--- src/rtl/calendar_pkg.sv ---
// Shared field indices, FSM state encoding and the field one-hot decode for the
// calendar time-set controller.
package calendar_pkg;

    localparam int NUM_FIELDS = 6;

    typedef logic [2:0] fld_t;

    localparam fld_t FLD_SEC  = 3'd0;
    localparam fld_t FLD_MIN  = 3'd1;
    localparam fld_t FLD_HOUR = 3'd2;
    localparam fld_t FLD_DAY  = 3'd3;
    localparam fld_t FLD_MON  = 3'd4;
    localparam fld_t FLD_YEAR = 3'd5;

    typedef enum logic {
        RUN  = 1'b0,
        EDIT = 1'b1
    } state_e;

    function automatic logic [NUM_FIELDS-1:0] fld_onehot(input fld_t fld);
        return NUM_FIELDS'(1) << fld;
    endfunction

endpackage

--- src/rtl/btn_repeat.sv ---
// Rising-edge detect plus hold/auto-repeat timer for one debounced button level.
module btn_repeat #(
    parameter int HOLD_CYC = 25000000,
    parameter int RPT_CYC  = 5000000,
    parameter int CNT_BITS = 29
) (
    input  logic clock,
    input  logic reset,
    input  logic btn,
    input  logic count_en,
    output logic press_strobe,
    output logic repeat_strobe
);

    logic                prev_q;
    logic [CNT_BITS-1:0] cnt_q, cnt_d;

    assign press_strobe = btn & ~prev_q;

    // The counter only runs while this button is held and the owner allows it;
    // any other cycle drops it back to 0, which covers release and conflicts.
    always_comb begin
        // NOTE: every always_comb output gets a default first so no path leaves it unassigned (no latch).
        cnt_d         = '0;
        repeat_strobe = 1'b0;
        if (btn && count_en) begin
            if (cnt_q == CNT_BITS'(HOLD_CYC - 1)) begin
                repeat_strobe = 1'b1;
                cnt_d         = CNT_BITS'(HOLD_CYC - RPT_CYC);
            end else begin
                cnt_d = cnt_q + 1'b1;
            end
        end
    end

    // NOTE: sequential state uses non-blocking assignments so all registers update from pre-edge values.
    always_ff @(posedge clock) begin
        if (reset) begin
            prev_q <= 1'b0;
            cnt_q  <= '0;
        end else begin
            prev_q <= btn;
            cnt_q  <= cnt_d;
        end
    end

endmodule

--- src/rtl/calendar_set_ctrl.sv ---
// Time-set mode sequencer: mode/up/down levels to set flag, one-hot field select,
// inc/dec strobes with auto-repeat, idle timeout and display blink.
module calendar_set_ctrl
    import calendar_pkg::*;
#(
    parameter int HOLD_CYC    = 25000000,
    parameter int RPT_CYC     = 5000000,
    parameter int TIMEOUT_CYC = 500000000,
    parameter int BLINK_CYC   = 12500000,
    parameter int CNT_BITS    = $clog2(TIMEOUT_CYC)
) (
    input  logic                  clock,
    input  logic                  reset,
    input  logic                  mode_btn,
    input  logic                  up_btn,
    input  logic                  down_btn,
    output logic                  set,
    output logic [NUM_FIELDS-1:0] field_sel,
    output logic                  inc,
    output logic                  dec,
    output logic                  blink
);

    state_e                state_q, state_d;
    fld_t                  field_q, field_d;
    logic [CNT_BITS-1:0]   idle_q, idle_d;
    logic [CNT_BITS-1:0]   bcnt_q, bcnt_d;
    logic                  blink_q, blink_d;
    logic                  set_q, inc_q, inc_d, dec_q, dec_d;
    logic [NUM_FIELDS-1:0] field_sel_q;
    logic                  mode_prev_q;

    logic mode_press, up_press, up_rpt, down_press, down_rpt, rpt_en;

    assign mode_press = mode_btn & ~mode_prev_q;
    assign rpt_en     = (state_q == EDIT) & ~mode_press & (up_btn ^ down_btn);

    btn_repeat #(.HOLD_CYC(HOLD_CYC), .RPT_CYC(RPT_CYC), .CNT_BITS(CNT_BITS)) u_up (
        .clock         (clock),
        .reset         (reset),
        .btn           (up_btn),
        .count_en      (rpt_en),
        .press_strobe  (up_press),
        .repeat_strobe (up_rpt)
    );

    btn_repeat #(.HOLD_CYC(HOLD_CYC), .RPT_CYC(RPT_CYC), .CNT_BITS(CNT_BITS)) u_down (
        .clock         (clock),
        .reset         (reset),
        .btn           (down_btn),
        .count_en      (rpt_en),
        .press_strobe  (down_press),
        .repeat_strobe (down_rpt)
    );

    always_comb begin
        state_d = state_q;
        field_d = field_q;
        idle_d  = '0;
        bcnt_d  = '0;
        blink_d = 1'b0;
        inc_d   = 1'b0;
        dec_d   = 1'b0;
        unique case (state_q)
            RUN: begin
                field_d = FLD_SEC;
                if (mode_press) begin
                    state_d = EDIT;
                    blink_d = 1'b1;
                end
            end
            EDIT: begin
                if (mode_press) begin
                    // Field change restarts blink in the on phase.
                    if (field_q == FLD_YEAR) begin
                        state_d = RUN;
                        field_d = FLD_SEC;
                    end else begin
                        field_d = field_q + 3'd1;
                        blink_d = 1'b1;
                    end
                end else begin
                    if (!(up_btn && down_btn)) begin
                        inc_d = up_press | up_rpt;
                        dec_d = down_press | down_rpt;
                    end
                    if (bcnt_q == CNT_BITS'(BLINK_CYC - 1)) begin
                        blink_d = ~blink_q;
                    end else begin
                        blink_d = blink_q;
                        bcnt_d  = bcnt_q + 1'b1;
                    end
                    if (!(mode_btn || up_btn || down_btn)) begin
                        if (idle_q == CNT_BITS'(TIMEOUT_CYC - 1)) begin
                            state_d = RUN;
                            field_d = FLD_SEC;
                            blink_d = 1'b0;
                            bcnt_d  = '0;
                        end else begin
                            idle_d = idle_q + 1'b1;
                        end
                    end
                end
            end
            default: state_d = RUN;
        endcase
    end

    always_ff @(posedge clock) begin
        if (reset) begin
            state_q     <= RUN;
            field_q     <= FLD_SEC;
            idle_q      <= '0;
            bcnt_q      <= '0;
            blink_q     <= 1'b0;
            set_q       <= 1'b0;
            field_sel_q <= '0;
            inc_q       <= 1'b0;
            dec_q       <= 1'b0;
            mode_prev_q <= 1'b0;
        end else begin
            state_q     <= state_d;
            field_q     <= field_d;
            idle_q      <= idle_d;
            bcnt_q      <= bcnt_d;
            blink_q     <= blink_d;
            set_q       <= (state_d == EDIT);
            field_sel_q <= (state_d == EDIT) ? fld_onehot(field_d) : '0;
            inc_q       <= inc_d;
            dec_q       <= dec_d;
            mode_prev_q <= mode_btn;
        end
    end

    assign set       = set_q;
    assign field_sel = field_sel_q;
    assign inc       = inc_q;
    assign dec       = dec_q;
    assign blink     = blink_q;

endmodule
--- config.mk ---
export PLATFORM = sky130hd
export DESIGN_NAME = calendar_set_ctrl
export DESIGN_NICKNAME = d
export VERILOG_FILES = /design/src/rtl/calendar_pkg.sv /design/src/rtl/btn_repeat.sv /design/src/rtl/calendar_set_ctrl.sv
export SDC_FILE = /design/constraint.sdc
export NUM_CORES = 1
export LEC_CHECK = 0
export ABC_AREA = 1
export BUFFER_PORTS_ARGS = -buffer_cell sky130_fd_sc_hd__buf_2
export CORE_ASPECT_RATIO = 1.75
export CORE_UTILIZATION = 65
export DETAILED_ROUTE_END_ITERATION = 8
export PLACE_DENSITY_LB_ADDON = 0.3
export SLEW_MARGIN = 20
export SYNTH_ARGS = -nofsm -noshare
export SYNTH_HDL_FRONTEND = slang
export SYNTH_SLANG_ARGS = --single-unit
--- constraint.sdc ---
create_clock -name clock -period 3.7 [get_ports clock]
set_input_delay 0.37 -clock clock [delete_from_list [all_inputs] [get_ports clock]]
set_output_delay 0.37 -clock clock [all_outputs]
set_load 0.1 [all_outputs]
==> qor.txt <==
Outcome - finished clean
Die height - 140 um
Xor-xnor portion of the synthesized cell area - 3.85%
RSZ-0062 raised after global routing - no
Post-DRT Antenna Nets - 0
Worst path buffer plus inverter count - 0
Clock Skew - 0.00749 ns
Residual DRC count - 0
Slowest-stage cell, CP - nand3_2
Worst Hold Slack - 0.198 ns
Power consumption - 3.06 mW
Core area - 10600 sq um
Syn Inst Count - 1039
Top-count cell post-synth - nand2_1
Clock Pin Slew Worst Setup and Hold Paths - 0.05 ns
Period utilisation layout - 56.7%
Flops & latches, synth - 132
Crit-path cells - ha_1, nand2_1, nor2_2, nand2_2, nor3_1, nand3_1, nand3_2, nor3_1
Worst Hold Launch - mode_btn
Yosys cell types - 42
FF-to-FF End - bcnt_q[25]$_SDFF_PP0_
Top cells by area, synth - dfxtp_1 (37%), nand2_1 (13%), nor2_1 (8.5%)
Final worst slack - 1.60 ns
DP HPWL - 12.2 mm
Min cycle time layout - 2.10 ns
Antenna diode count - 0
Endpoint class of the critical path - flip-flop
CTS tree - done
Cell Rows - 50
Crit path max-delay family - simple AND/OR/NAND/NOR gates
Hold endpoint - mode_prev_q$_SDFF_PP0_
Worst IR Drop VDD - 406 uV
Req. time, crit path - 3.97 ns
Setup_tns - 0 ns
H-tree Lvls - 4
Largest family of logic cells by synthesized area - simple AND/OR/NAND/NOR gates
Worst slack, placed - 1.63 ns
Reg2reg path depth - 8
Starting Density - 66.3%
Flop2flop setup slack - 1.60 ns
Root Buffer - clkbuf_16
FF-to-FF Start - idle_q[0]$_SDFF_PP0_
WL per Instance - 14.0 um
Synth Area in Adders - 0.887%
Hold Buf Count CTS - 0
Power per Cell Area - 395 nW/um^2
Post-Route WL - 16.8 mm
DRT Pass-1 Iters - 6
Largest stage delay on the critical path - 0.49 ns
Leak pwr - 2.59 nW
I/O Buffers - 14
Post-synthesis mux area share - 0%
Tot GR Track Use - 32.3%
Final Hold Fails - 0
Final instance area - 7750 sq um
Critical Path AT - 2.37 ns
Initial drt markers - 475
Placed cells - 1174
Post-Synth Simple-Gate Area - 43.2%
CP Max Fanout - 28
Avg Cell Area, Syn - 6.79 sq um
Grt ovf - 0
# IOs - 15
Post-DP Area - 7210 sq um
Post-Layout Cell Count - 1203
Clock Path Buffers - 2
Post-synthesis sequential area ratio - 37.5%
Die outline width - 80.7 um
Compound-Gate Fraction of Synth Area - 6.01%
Final Core Density - 72.9%
Synthesized cell area - 7050 sq um
First-pass GRT wire length - 28.6 mm
Fmax - 476 MHz
Vias per Instance - 5.71
Worst slew pin tran - 0.640 ns
Post-synth EDFFs - 0
Synth top area share - 37.5%
Layout cells sized above 1 - 9.69%
Syn Nets - 1049
Final setup fails - 0
P&R area growth vs syn - 9.92%
Top cell type by total area after synthesis - dfxtp_1
Synth top cells by count - nand2_1 (240), nor2_1 (159), dfxtp_1 (132), inv_1 (132), nand3_1 (65)
Die area - 11300 sq um
Resize count post-CTS - 0
Synth warn - 0
Final net count - 1073
CTS buffer count - 17
Max_slew headroom - 57.3%
Vias in the first global route - 6671
Final slew viol count - 0
Clock Latency Late Sink - 0.42 ns
RD Place Congestion - 0.965
Asr flop ratio synth - 0%
Total of max-cap violations - 0
Clock sink total - 132
Crit Path Category - flip-flop to flip-flop
Worst hold stages - 3
CP startpoint kind - flip-flop
Top_reg_cell synth - dfxtp_1
Crit-path most repeated cell - nor3_1
DR vias - 6874
Setup bufs post-CTS - 0
Largest net degree at the start of global routing - 30
Initial antenna violation count - 0
Min-Delay Path Class - input port to flip-flop
[per-layer routing]
metal / up-vias / track usage, % / part of all wire (%)
met5: - / 0 / 0
met4: 0 / 19.4 / 5.0
met3: 91 / 7.61 / 5.7
met2: 271 / 57.3 / 51
met1: 3111 / 33.3 / 38
li1: 3401 / - / -
[how the worst max path moves through the flow]
stage | from | to | slack (ns) | cells after the start
after floorplan | set$_SDFF_PP0_ | dec$_SDFF_PP0_ | 1.59 | 8
after global placement | idle_q[0]$_SDFF_PP0_ | bcnt_q[25]$_SDFF_PP0_ | 1.70 | 8
after detailed placement | idle_q[0]$_SDFF_PP0_ | bcnt_q[18]$_SDFF_PP0_ | 1.63 | 8
after CTS | idle_q[0]$_SDFF_PP0_ | bcnt_q[25]$_SDFF_PP0_ | 1.61 | 8
after global routing | idle_q[0]$_SDFF_PP0_ | bcnt_q[25]$_SDFF_PP0_ | 1.33 | 8
final | idle_q[0]$_SDFF_PP0_ | bcnt_q[25]$_SDFF_PP0_ | 1.60 | 8
[sequential cells by signal (all words and copies together) (netlist names)]
name and flops:
u_down.prev_q 1, blink 1, bcnt_q 29, u_down.cnt_q 29
u_up.prev_q 1, u_up.cnt_q 29, inc 1, field_sel 6
dec 1, field_q 3, set 1, idle_q 29
mode_prev_q 1
[cells by family after synthesis]
kind of cell               after synthesis
adders and majority gates                5
and+or+nand+nor                        642
xor gates and xnor gates                31
AOI/OAI and AO/OA                       81
buffers and inverters                  148
DFF                                    132
[report_power, final]
part / switching (mW) / total, mW / internal (mW)
Sequential: 0.00479 / 1.43 / 1.43
Clock: 0.591 / 1.57 / 0.982
Combinational: 0.0464 / 0.0580 / 0.0117
Total: 0.642 / 3.06 / 2.42
[layout make-up]
class,instances,area [sq um]
Fill cell,887,2880
Clock inverter,4,48.8
Clock buffer,25,495
Tap cell,130,163
Sequential cell,132,2640
Multi-Input combinational cell,759,3810
Timing Repair Buffer,15,77.6
Inverter,138,518
[worst register-to-register path, cell delays in order (launching register included)]
cell	delay [ns]
dfxtp_1	0.46
ha_1	0.25
nand2_1	0.10
nor2_2	0.16
nand2_2	0.12
nor3_1	0.14
nand3_1	0.10
nand3_2	0.49
nor3_1	0.12
[placed cells by master (no fill, tap or decap), types with 6 or more instances in the layout]
master,instances
inv_1,132
o21ai_0,14
xnor2_1,12
a31oi_1,6
nor3_1,55
nor2_2,10
inv_2,6
xor2_1,19
a21oi_1,57
or2_2,18
or2_0,6
clkbuf_16,17
nor2_1,159
nand3_1,65
nand2_1,240
nand4_1,34
buf_2,14
nor4_1,11
dfxtp_1,132
nor3b_1,8
Power figures use the tool's default switching activity.
